--- src/rtl/vector_merge_unit.sv ---
// Element-wise masked merge (vmerge.v*m) and unmasked move (vmv.v.*) for one
// 64-bit vector register slice. One registered stage, 1-cycle latency, no stall.
module vector_merge_unit #(
  parameter int unsigned DATA_WIDTH = 64,
  parameter int unsigned MASK_WIDTH = DATA_WIDTH / 8
) (
  input  logic                  clk,
  input  logic                  rst_n,
  input  logic                  in_valid,
  input  logic [1:0]            vsew,
  input  logic                  vm,
  input  logic [DATA_WIDTH-1:0] vs2,
  input  logic [DATA_WIDTH-1:0] vs1,
  input  logic [DATA_WIDTH-1:0] v0,
  output logic                  out_valid,
  output logic [DATA_WIDTH-1:0] vd
);

  localparam int unsigned NumBytes = DATA_WIDTH / 8;
  localparam int unsigned IdxW     = $clog2(MASK_WIDTH);

  logic [MASK_WIDTH-1:0] mask;
  logic [NumBytes-1:0]   byte_sel;
  logic [DATA_WIDTH-1:0] vd_d, vd_q;
  logic                  out_valid_q;

  // Only the low MASK_WIDTH bits of v0 can ever address an element.
  assign mask = v0[MASK_WIDTH-1:0];

  logic unused_v0;
  assign unused_v0 = ^v0[DATA_WIDTH-1:MASK_WIDTH];

  // Per-byte select: byte b belongs to element b >> vsew (2^vsew bytes per element).
  always_comb begin
    byte_sel = '0;
    for (int unsigned b = 0; b < NumBytes; b++) begin
      logic [IdxW-1:0] byte_idx;
      logic [IdxW-1:0] elem_idx;
      byte_idx = IdxW'(b);
      unique case (vsew)
        2'b00:   elem_idx = byte_idx;
        2'b01:   elem_idx = byte_idx >> 1;
        2'b10:   elem_idx = byte_idx >> 2;
        default: elem_idx = '0;
      endcase
      byte_sel[b] = vm | mask[elem_idx];
    end
  end

  // Byte-granular merge network; a set select takes vs1, otherwise vs2.
  always_comb begin
    vd_d = vd_q;
    if (in_valid) begin
      for (int unsigned b = 0; b < NumBytes; b++) begin
        vd_d[b*8 +: 8] = byte_sel[b] ? vs1[b*8 +: 8] : vs2[b*8 +: 8];
      end
    end
  end

  // Result register; reset wins over a same-cycle operation, idle cycles hold vd.
  always_ff @(posedge clk) begin
    if (!rst_n) begin
      vd_q        <= '0;
      out_valid_q <= 1'b0;
    end else begin
      vd_q        <= vd_d;
      out_valid_q <= in_valid;
    end
  end

  assign vd        = vd_q;
  assign out_valid = out_valid_q;

endmodule

--- config.mk ---
export PLATFORM = sky130hd
export DESIGN_NAME = vector_merge_unit
export DESIGN_NICKNAME = d
export VERILOG_FILES = /design/src/rtl/vector_merge_unit.sv
export SDC_FILE = /design/constraint.sdc
export NUM_CORES = 1
export LEC_CHECK = 0
export ABC_AREA = 1
export BUFFER_PORTS_ARGS = -buffer_cell sky130_fd_sc_hd__clkbuf_2
export CORE_AREA = 2 2 101 103
export DETAILED_ROUTE_END_ITERATION = 12
export DIE_AREA = 0 0 103 105
export GPL_ROUTABILITY_DRIVEN = 0
export GPL_TIMING_DRIVEN = 1
export PLACE_DENSITY = 0.8
export SYNTH_ARGS = -nofsm -noshare
export SYNTH_HDL_FRONTEND = slang
export SYNTH_SLANG_ARGS = --single-unit
--- constraint.sdc ---
create_clock -name clk -period 1.87 [get_ports clk]
set_clock_uncertainty 0.15 [all_clocks]
set_input_delay 0.187 -clock clk [delete_from_list [all_inputs] [get_ports clk]]
set_output_delay 0.187 -clock clk [all_outputs]
set_load 0.05 [all_outputs]
==> metrics.yaml <==
final_layout:
  layoutNonFillerInstCount: 955
  insertedDiodeCount: 0
  syn_to_final_growth_pct: 47.66
  nets: 1020
  fin_util: 0.5763
  layout-drive-gt1-share: 0.3418
  fillers: 945
setup_path:
  critPathKind: "input port to flip-flop"
  crit_chain: "clkbuf_2 -> inv_1 -> ha_1 -> inv_2 -> nand2_1 -> o21ai_1 -> a21oi_1 -> nand2_2 -> inv_2 -> nand2_1 -> a31oi_1"
  endpoint_kind: "flip-flop"
  cp_max_fo: 9
  slowest_stage: "ha_1"
  crit_family: "buffers and inverters"
  crit_buf_inv: 4
  crit_required_ps: 1980
  worst_setup_path_start_kind: "input port"
  cpPeakStageDelay_ps: 290
  cp.arrival_ps: 1730
clocking:
  cts_buffers: 9
  clock_latency_ps: 330
  postCtsHoldBufs: 29
  cts_resized: 0
  clock_path_buffers: 2
  root_buffer: "clkbuf_8"
  cts_setup_buffers: 0
  cts_tree: "yes"
  h-tree-depth: 3
  path_clk_slew_ps: 80
  cts.sinks: 65
logic_synthesis:
  syn_area_sq_mm: 0.003762
  synthCells: 573
  ys_warn_count: 0
  synth_top_flop_cell: "dfxtp_1"
  ys_types: 30
  synth-edff-count: 0
  synth_seq_cells: 65
  async_flop_share: 0
  synthTopCellsByArea: "dfxtp_1, nand2_1, inv_1, nand3_1, a21oi_1"
  synth_top_cells_by_count: "nand2_1, inv_1, dfxtp_1"
  yosysTopAreaCell: "dfxtp_1"
  syn_area_per_cell_sq_um: 6.566
  synth_most_common_cell: "nand2_1"
  synth_fp_nets: 776
  yosysSeqAreaShare: 0.3459
  yosysTopAreaCellShare: 0.3459
grt:
  grt_pass1_wl_mm: 19.20
  grt_max_degree: 74
  grt-ovfl-total: 0
  grt_pass1_vias: 4190
  grtUsageTotal: 0.2229
  grt_antenna_before_repair: 0
pwr:
  vdd_drop_max_v: 0.0003292
  total_power_mw: 4.037
  p_leak_nw: 3.150
  powerDensity_mw_per_mm2: 726.8
drt:
  route.detailed.drc: 0
  antenna_left: 0
  drt_iter0_drc: 200
  wl_mm: 12.32
  viasPerCell: 4.737
  post_drt_wl_per_cell_microns: 12.90
  firstDrtPassIters: 5
  via_count: 4524
run:
  drv_cap: 0
sta:
  relSlewSlack: 0.7937
  rsz0062_at_grt: "false"
  slew_violations: 0
  finalCritPeriodShare: 0.8681
  setup_ws_ps: 246.7
  tightestPinTransition_ps: 310.8
  hold_violations: 0
  setup_violations: 0
  whs_ps: 9.655
  fin_crit_ps: 1623
  fmax_ghz: 0.6160
outcome:
  status: "finished clean"
place:
  io_buffers: 206
  place_hpwl_mm: 9.045
  dpl_worst_slack_ps: -42.70
  dp.cells: 910
floorplanning:
  die_w_microns: 103
  start_util: 0.3903
  io-pin-count: 263
  chipHeight_microns: 105
  die-area_sq_mm: 0.01082
  std_cell_rows: 36
  fp.coreArea_sq_mm: 0.009639
worst_hold_path:
  min_path_type: "input port to flip-flop"
## flip-flops by register name, indices dropped and copies added (netlist names)
| register | cells |
|---|---|
| out_valid | 1 |
| vd | 64 |
## routing by layer
layer,global-route usage,share of wire,wire length [microns]
met1,0.2658,0.42,5115
met4,0.09586,0.028,349
met2,0.3785,0.48,5946
met5,0,0,0
met3,0.04816,0.074,912
## power by group
part	internal, mW	total (mW)	switching (mW)
Sequential	1.49	1.55	0.0548
Combinational	0.459	1.34	0.879
Clock	0.609	1.15	0.544
## worst register-to-register path, delay by kind of cell (launching register included)
| kind | cells | cell delay, ps |
|---|---|---|
| AOI/OAI and AO/OA | 2 | 250 |
| DFF | 1 | 310 |
## stage by stage
step | setup TNS, ps | area (sq um)
CTS | 0 | 5555
detailed placement | -670.0 | 5079
floorplan | 0 | 3762
finish | 0 | 5555
global route | 0 | 5555
global placement | -66.50 | 5079
## cell usage in the layout, fill, tap and decap left out, drive strengths merged, types with 16 or more instances in the layout
master         n
nand2        182
inv           93
o21ai         16
nor2          24
nand3         68
a21oi         36
nand4         16
clkbuf       215
dlygate4sd3   29
dfxtp         65
buf           25
o211ai        17
## logic make-up (layout without fill, tap and decap cells)
group	Yosys count	count (layout)	share of synthesized area
buf+inv	120	369	0.1244
compound gates	85	85	0.1354
flops	65	65	0.3459
fa+ha+maj	5	5	0.01663
simple gates	298	298	0.3778
## layout make-up
type	count	area [sq um]	area share
flip-flops and latches	65	1301	0.2342
well taps	133	166.4	0.02996
multi-input cells	388	1993	0.3588
repair buffers	259	1554	0.2797
clock buffers	10	127.6	0.02297
inverters	94	354.1	0.06374
clock inverters	6	58.81	0.01059
## path summary, 6_finish.rpt
check | startpoint | to | slack (ps) | depth (start not counted)
max | vsew[1] | vd[17] | 250 | 11
min | vs1[37] | vd[37] | 10 | 5
max reg2reg | vd[20] | vd[20] | 1030 | 2
min reg2reg | vd[48] | vd[48] | 310 | 2
Power figures use the tool's default switching activity.
